## src/rtl/segment_display_mux.sv

```systemverilog
// Time-multiplexed common-anode 7-segment driver: scans one hex digit at a time,
// swaps in new values only at frame boundaries, with leading-zero blanking and per-digit blink.
module segment_display_mux #(
  parameter int DIGITS       = 4,
  parameter int PRESCALE     = 50000,
  parameter int BLINK_FRAMES = 64
) (
  input  logic                  clk,
  input  logic                  rst_n,
  input  logic                  load,
  input  logic [4*DIGITS-1:0]   value,
  input  logic                  blank_lz,
  input  logic [DIGITS-1:0]     blink_mask,
  output logic [DIGITS-1:0]     an,
  output logic [6:0]            seg,
  output logic                  frame_tick
);

  localparam int IDX_W = (DIGITS > 1) ? $clog2(DIGITS) : 1;
  localparam int PRE_W = (PRESCALE > 1) ? $clog2(PRESCALE) : 1;
  localparam int BLK_W = (BLINK_FRAMES > 1) ? $clog2(BLINK_FRAMES) : 1;
  localparam logic [IDX_W-1:0] LAST_IDX = IDX_W'(DIGITS - 1);
  localparam logic [PRE_W-1:0] LAST_PRE = PRE_W'(PRESCALE - 1);
  localparam logic [BLK_W-1:0] LAST_BLK = BLK_W'(BLINK_FRAMES - 1);

  logic [PRE_W-1:0]    prescale_q, prescale_d;
  logic [IDX_W-1:0]    idx_q, idx_d;
  logic [BLK_W-1:0]    blinkCnt_q, blinkCnt_d;
  logic                blinkPhase_q, blinkPhase_d;
  logic [4*DIGITS-1:0] shadow_q, shadow_d;
  logic [4*DIGITS-1:0] active_q, active_d;
  logic                pending_q, pending_d;
  logic [DIGITS-1:0]   an_q, an_d;
  logic [6:0]          seg_q, seg_d;
  logic                frameTick_q, frameTick_d;

  logic                step;
  logic                frameWrap;
  logic [DIGITS-1:0]   zeroFrom;
  logic                allZero;
  logic [3:0]          nibble;
  logic                lzHere;
  logic                blinkHere;

  function automatic logic [6:0] hexToSeg(input logic [3:0] nib);
    logic [6:0] s;
    case (nib)
      4'h0: s = 7'b1000000;
      4'h1: s = 7'b1111001;
      4'h2: s = 7'b0100100;
      4'h3: s = 7'b0110000;
      4'h4: s = 7'b0011001;
      4'h5: s = 7'b0010010;
      4'h6: s = 7'b0000010;
      4'h7: s = 7'b1111000;
      4'h8: s = 7'b0000000;
      4'h9: s = 7'b0010000;
      4'hA: s = 7'b0001000;
      4'hB: s = 7'b0000011;
      4'hC: s = 7'b1000110;
      4'hD: s = 7'b0100001;
      4'hE: s = 7'b0000110;
      default: s = 7'b0001110;
    endcase
    return s;
  endfunction

  always_comb begin
    step      = (prescale_q == LAST_PRE);
    frameWrap = step && (idx_q == LAST_IDX);

    prescale_d = step ? '0 : prescale_q + PRE_W'(1);
    idx_d      = idx_q;
    if (step) idx_d = (idx_q == LAST_IDX) ? '0 : idx_q + IDX_W'(1);

    blinkCnt_d   = blinkCnt_q;
    blinkPhase_d = blinkPhase_q;
    if (frameWrap) begin
      if (blinkCnt_q == LAST_BLK) begin
        blinkCnt_d   = '0;
        blinkPhase_d = ~blinkPhase_q;
      end else begin
        blinkCnt_d = blinkCnt_q + BLK_W'(1);
      end
    end

    // A load coinciding with the wrap bypasses the shadow so it shows next frame.
    shadow_d  = shadow_q;
    active_d  = active_q;
    pending_d = pending_q;
    if (load) begin
      shadow_d  = value;
      pending_d = 1'b1;
    end
    if (frameWrap) begin
      if (load) begin
        active_d  = value;
        pending_d = 1'b0;
      end else if (pending_q) begin
        active_d  = shadow_q;
        pending_d = 1'b0;
      end
    end
    frameTick_d = frameWrap;
  end

  // zeroFrom[i] is set when every nibble from digit i upward is zero.
  always_comb begin
    zeroFrom = '0;
    allZero  = 1'b1;
    for (int i = DIGITS - 1; i >= 0; i--) begin
      allZero     = allZero && (active_q[4*i +: 4] == 4'h0);
      zeroFrom[i] = allZero;
    end

    nibble    = 4'h0;
    lzHere    = 1'b0;
    blinkHere = 1'b0;
    an_d      = '1;
    for (int i = 0; i < DIGITS; i++) begin
      if (idx_q == IDX_W'(i)) begin
        nibble    = active_q[4*i +: 4];
        lzHere    = zeroFrom[i];
        blinkHere = blink_mask[i];
        an_d[i]   = 1'b0;
      end
    end

    seg_d = hexToSeg(nibble);
    if ((blank_lz && (idx_q != '0) && lzHere) || (blinkHere && blinkPhase_q))
      seg_d = 7'b1111111;
  end

  always_ff @(posedge clk) begin
    if (!rst_n) begin
      prescale_q   <= '0;
      idx_q        <= '0;
      blinkCnt_q   <= '0;
      blinkPhase_q <= 1'b0;
      shadow_q     <= '0;
      active_q     <= '0;
      pending_q    <= 1'b0;
      an_q         <= '1;
      seg_q        <= 7'b1111111;
      frameTick_q  <= 1'b0;
    end else begin
      prescale_q   <= prescale_d;
      idx_q        <= idx_d;
      blinkCnt_q   <= blinkCnt_d;
      blinkPhase_q <= blinkPhase_d;
      shadow_q     <= shadow_d;
      active_q     <= active_d;
      pending_q    <= pending_d;
      an_q         <= an_d;
      seg_q        <= seg_d;
      frameTick_q  <= frameTick_d;
    end
  end

  assign an         = an_q;
  assign seg        = seg_q;
  assign frame_tick = frameTick_q;

endmodule

```

## config.mk

```make
export PLATFORM = sky130hd
export DESIGN_NAME = segment_display_mux
export DESIGN_NICKNAME = d
export VERILOG_FILES = /design/src/rtl/segment_display_mux.sv
export SDC_FILE = /design/constraint.sdc
export NUM_CORES = 1
export LEC_CHECK = 0
export ABC_CLOCK_PERIOD_IN_PS = 6500
export CAP_MARGIN = 0
export CELL_PAD_IN_SITES_DETAIL_PLACEMENT = 2
export CELL_PAD_IN_SITES_GLOBAL_PLACEMENT = 2
export CORE_ASPECT_RATIO = 0.75
export CORE_MARGIN = 1
export CORE_UTILIZATION = 38
export CTS_CLUSTER_SIZE = 30
export DETAILED_ROUTE_END_ITERATION = 16
export PLACE_DENSITY_LB_ADDON = 0.25
export RECOVER_POWER = 25
export SYNTH_ARGS = -nofsm -noshare
export SYNTH_HDL_FRONTEND = slang
export SYNTH_SLANG_ARGS = --single-unit
```

## constraint.sdc

```tcl
create_clock -name clk -period 6.5 [get_ports clk]
set_input_delay 0.65 -clock clk [delete_from_list [all_inputs] [get_ports clk]]
set_output_delay 0.65 -clock clk [all_outputs]
set_load 0.01 [all_outputs]
```

---- After elaboration in Yosys (flattened, before gate mapping) ----
Memories as Yosys holds them, arrays and structs flattened. A register that Yosys moved wholly into a read port is not among the register bits.
Index checks and enable logic that the tools add are counted.
storage, ports and cells
  logic and storage cells ................. 63
  ROM bits ................................ 112
  input bits .............................. 24
  output and inout port bits .............. 12
  memories kept ........................... 1
  bits in registers ....................... 63
cells by class
  mux-type cells .......................... 24
  $add $sub $neg .......................... 3
  bitwise operators ....................... 2
  equal/unequal tests ..................... 5
  reductions and logical operators ........ 19
memory list
  memory           words  bits a word  rd ports  clocked after memory_dff  write ports  RTL line  RTL
  (no name shown)  16     7            1         1                         0            47        case (nib)
operators by type and width
  cell                                            number
  2-to-1 mux 16 bit                               2
  adder 16 x 1 -> 16 bit (second input constant)  1
  == test 16 bit (second input constant)          1
  logical NOT 4 bit                               4
  2-to-1 mux 1 bit                                16
  2-to-1 mux 4 bit                                4
  logical AND 1 bit                               7
  adder 6 x 1 -> 6 bit (second input constant)    1
  == test 6 bit (second input constant)           1
  2-to-1 mux 6 bit                                1
  == test 2 bit (second input constant)           2
  AND reduction 2 bit                             2
  nonzero test 2 bit                              2
  OR reduction 2 bit                              2
  adder 2 x 1 -> 2 bit (second input constant)    1
  == test 2 x 1 -> 1 bit (second input constant)  1
  logical NOT 2 bit                               1
  2-to-1 mux 2 bit                                1
  NOT 1 bit                                       2
  logical OR 1 bit                                1

---- Depth between registers and ports, before layout ----
  word-level depth ........................ 11
  mapped depth ............................ 10
  depth with buffers taken out ............ 9

---- Worst setup path before layout ----
Ideal clock, no wire load.
  kind .................................... register to register
  start point ............................. register idx_q[0]
  end point ............................... register seg_q[3] (netlist: seg[3])
  path buffers ............................ 2
  period minus slack after synthesis ...... 2.474 ns
  path slack .............................. 4.026 ns
  arrival ................................. 2.299 ns
  data required time ...................... 6.325 ns
  cell stages (with the launch flop) ...... 11
  setup time .............................. 0.175 ns
  path through ............................ dfxtp_1 -> ha_1 -> clkbuf_1 -> buf_2 -> a211oi_1 -> a221oi_1 -> inv_1 -> ha_1 -> nand2_1 -> o211ai_1 -> o311ai_0
between the ends
  word-level cells in the longest chain between the ends .. 8
  elaborated cells on any way between the ends .. 22
  those cells by class .................... eq/ne: 3; mux: 12; reduce/logical: 7
ends and longest elaborated chain
  what                                 RTL line  RTL
  from (decl)                          27        logic [IDX_W-1:0] idx_q, idx_d;
  from (signal assigned)               148       idx_q <= idx_d;
  logical NOT 2 bit                    121       if (idx_q == IDX_W'(i)) begin
  2-to-1 mux 1 bit (4 in series)       121
  logical AND 1 bit                    130       if ((blank_lz && (idx_q != '0) && lzHere) || (blinkHere && blinkPhase_q))
  logical OR 1 bit                     130
  OR reduction 2 bit (no source line)  n/a
  to (decl)                            34        logic [6:0] seg_q, seg_d;
Several ways; a longest one is shown, not always the timed one.
A chain may end at the register's enable or synchronous reset.

---- Final worst setup path ----
  start point ............................. input port rst_n
  end point ............................... register seg_q[3] (netlist: seg[3])
between the ends
  word-level cells in the longest chain between the ends .. 2
ends and longest elaborated chain
  what                                 RTL line  RTL
  from (decl)                          9         input logic rst_n,
  NOT 1 bit (no source line)           n/a
  OR reduction 2 bit (no source line)  n/a
Every way passes these cells.

==> impl_metrics.json <==
{
  "run_status": "complete, but fails checks",
  "failed_checks": "capacitance limit, slew limit",
  "worstPathArrival_ps": 3970,
  "die_x_um": 109,
  "final.setup_skew_ps": 5.85,
  "clock_tree.htree_level_count": 3,
  "filler_cell_count": 860,
  "clock_latency_ps": 330,
  "grt_start_max_net_pins": 52,
  "final_number_of_setup_violating_endpoints": 0,
  "drtPass1Iterations": 4,
  "place.gp.congestion": 0.768,
  "finalWorstPathRequiredPeriod_ps": 3820,
  "drc": 0,
  "final.hold.worst_slack_ps": 475,
  "ant_nets": 0,
  "number_of_global_route_vias_before_repair": 2797,
  "synthMostInstantiatedCell": "sky130_fd_sc_hd__dfxtp_1",
  "worst-path-max-fanout": 51,
  "synth.top_cells.by_count": "sky130_fd_sc_hd__dfxtp_1, sky130_fd_sc_hd__nor2_1, sky130_fd_sc_hd__nand2_1",
  "syn_area_mm2": 0.00329,
  "via_per_inst": 5.42,
  "core-area_mm2": 0.00813,
  "netlist.top_cell.by_area": "sky130_fd_sc_hd__dfxtp_1",
  "top_level_ports": 36,
  "clk_root_buffer_cell": "sky130_fd_sc_hd__clkbuf_16",
  "number_of_antenna_violations_at_the_first_check_in_global_routing": 0,
  "tritoncts_clock_tree": "yes",
  "tightest_slew_ps": 1850,
  "cts.repair_timing.setup_buffer_count": 0,
  "total_power_w": 0.00104,
  "area_taken_by_multi_input_logic_gates_mm2": 0.00177,
  "fin_setup_tns_ps": 0,
  "area.sequential_mm2": 0.00140,
  "required_time_of_the_critical_path_ps": 6650,
  "worst_setup_path_end_kind": "flip-flop",
  "std_cell_rows": 28,
  "num_vias": 2640,
  "asyncSetResetFlopFracSynth": 0,
  "die_area_mm2": 0.00903,
  "worst_min_delay_path_class": "reg2reg",
  "post_synth_main_area_contributors": "sky130_fd_sc_hd__dfxtp_1, sky130_fd_sc_hd__mux2i_1, sky130_fd_sc_hd__mux2_2",
  "n_antenna_cell": 0,
  "syn_avg_cell_area_um2": 9.45,
  "post_drt_wl_per_cell_um": 18.9,
  "start_kind": "input pin",
  "fmax_mhz": 262,
  "timing_hold_violations_final": 0,
  "grt_first_pass_wirelength_um": 15000,
  "finalCritPeriodShare": 0.588,
  "yosysSeqAreaShare": 0.426,
  "net_count_synth": 384,
  "final-instance-count-excl-fill": 487,
  "ys.flop_type": "sky130_fd_sc_hd__dfxtp_1",
  "dp_hpwl_um": 5890,
  "postSynthCellCount": 348,
  "synth_top_area_frac": 0.426,
  "drt_iter0_drc": 80,
  "port-buffer-count": 35,
  "holdBufCountCts": 0,
  "placedCellCount": 471,
  "p_leak_nw": 1.59,
  "path_class": "in2reg",
  "final_layout_size_suffix_gt1_frac": 0.102,
  "grt_overflow": 0,
  "cts-root-to-sink-buffers": 2,
  "gr-usage-all-layers": 0.224,
  "vdd_ir_drop_max_mv": 0.157,
  "power.density_cell_area_mw_per_mm2": 257,
  "unrepaired_setup_endpoints_after_global_routing": "no",
  "relSlewSlack": -0.233,
  "numClockSinks": 70,
  "synth-edff-count": 0,
  "chipHeight_um": 82.5,
  "yosysWarningCount": 0,
  "finalNetCount": 413,
  "post_cts_resize_count": 0,
  "initial_core_util": 0.404,
  "unique_cell_type_count_in_the_yosys_netlist": 50,
  "synth_seq_cells": 70,
  "syn2layout_area_growth_pct": 22.6,
  "cts_made_buffers": 9,
  "max_transition_viols_final": 52,
  "clk_pin_slew_ps": 60,
  "max_cap_viol_count": 1,
  "routed_wl_um": 9190
}
-- logic make-up (layout without fill, tap and decap cells) --
group,count (synthesis),after routing,synth area share
multiplexers,33,33,0.106
flip-flops,70,70,0.426
buffers and inverters,29,63,0.0362
adder cells (fa/ha/maj),12,12,0.0457
AND/OR/NAND/NOR,152,152,0.258
AO/OA/AOI/OAI,36,36,0.0849
XOR/XNOR,16,16,0.0426
-- critical path, cell delays in order --
cell	delay, ps
sky130_fd_sc_hd__dlygate4sd3_1	530
sky130_fd_sc_hd__clkbuf_1	1320
sky130_fd_sc_hd__o311a_1	350
sky130_fd_sc_hd__o21ai_0	80
sky130_fd_sc_hd__a221oi_1	750
sky130_fd_sc_hd__o311ai_0	270
-- placed cells by master, fill, tap and decap left out, types with 5 or more instances in the layout --
cell type,count
sky130_fd_sc_hd__ha_1,12
sky130_fd_sc_hd__nor3_1,6
sky130_fd_sc_hd__o21ai_0,7
sky130_fd_sc_hd__xor2_1,6
sky130_fd_sc_hd__nor2b_1,20
sky130_fd_sc_hd__inv_1,11
sky130_fd_sc_hd__clkbuf_16,9
sky130_fd_sc_hd__nor2_1,30
sky130_fd_sc_hd__dlygate4sd3_1,12
sky130_fd_sc_hd__dfxtp_1,70
sky130_fd_sc_hd__xnor2_1,10
sky130_fd_sc_hd__mux2i_1,18
sky130_fd_sc_hd__and2_1,17
sky130_fd_sc_hd__mux2_2,15
sky130_fd_sc_hd__clkdlybuf4s50_1,23
sky130_fd_sc_hd__nand3_1,18
sky130_fd_sc_hd__a21oi_1,5
sky130_fd_sc_hd__nand2_1,25
-- sequential cells by signal, summed over array words and instances, names as in the netlist --
register      flops
active_q         16
blinkPhase_q      1
prescale_q       16
an                4
idx_q             2
frame_tick        1
blinkCnt_q        6
shadow_q         16
seg               7
pending_q         1
-- path summary, 6_finish.rpt --
check / slack (ps) / depth (start not counted) / endpoint / from
setup / recovery: 2680 / 6 / seg[3] / rst_n
hold reg to reg: 480 / 1 / prescale_q[0] / prescale_q[0]
setup reg to reg: 3510 / 8 / seg[3] / idx_q[0]
hold / removal: 480 / 1 / prescale_q[0] / prescale_q[0]
-- report_power, final --
part	internal (W)	switching, W
sequential	0.000439	0.00000397
clock	0.000357	0.000189
combinational	0.0000267	0.0000215
-- final cells by class --
class	instances	share of cell area
Clock buffer	11	0.0627
Clock inverter	5	0.0202
Tap cell	105	0.0326
Timing Repair Buffer	36	0.0879
Sequential cell	70	0.348
Multi-Input combinational cell	249	0.439
Inverter	11	0.0102
-- metal layers --
layer  part of all wire  routed length (um)  vias up  track usage
met5                  0                   0        -            0
met4             0.0092                  85        0       0.0613
met3              0.029                 263        9       0.0526
met2               0.47                4280       38        0.374
met1               0.50                4560     1331        0.290
li1                   -                   -     1262            -
-- per-stage QoR --
step	util	worst slack (ps)	area, um2
floorplan	-	4030	3290
global placement	0.455	3500	3700
detailed placement	0.455	3370	3700
CTS	0.496	3530	4030
global route	0.496	2230	4030
finish	0.496	2680	4030
(Power assumes the default switching activity.)
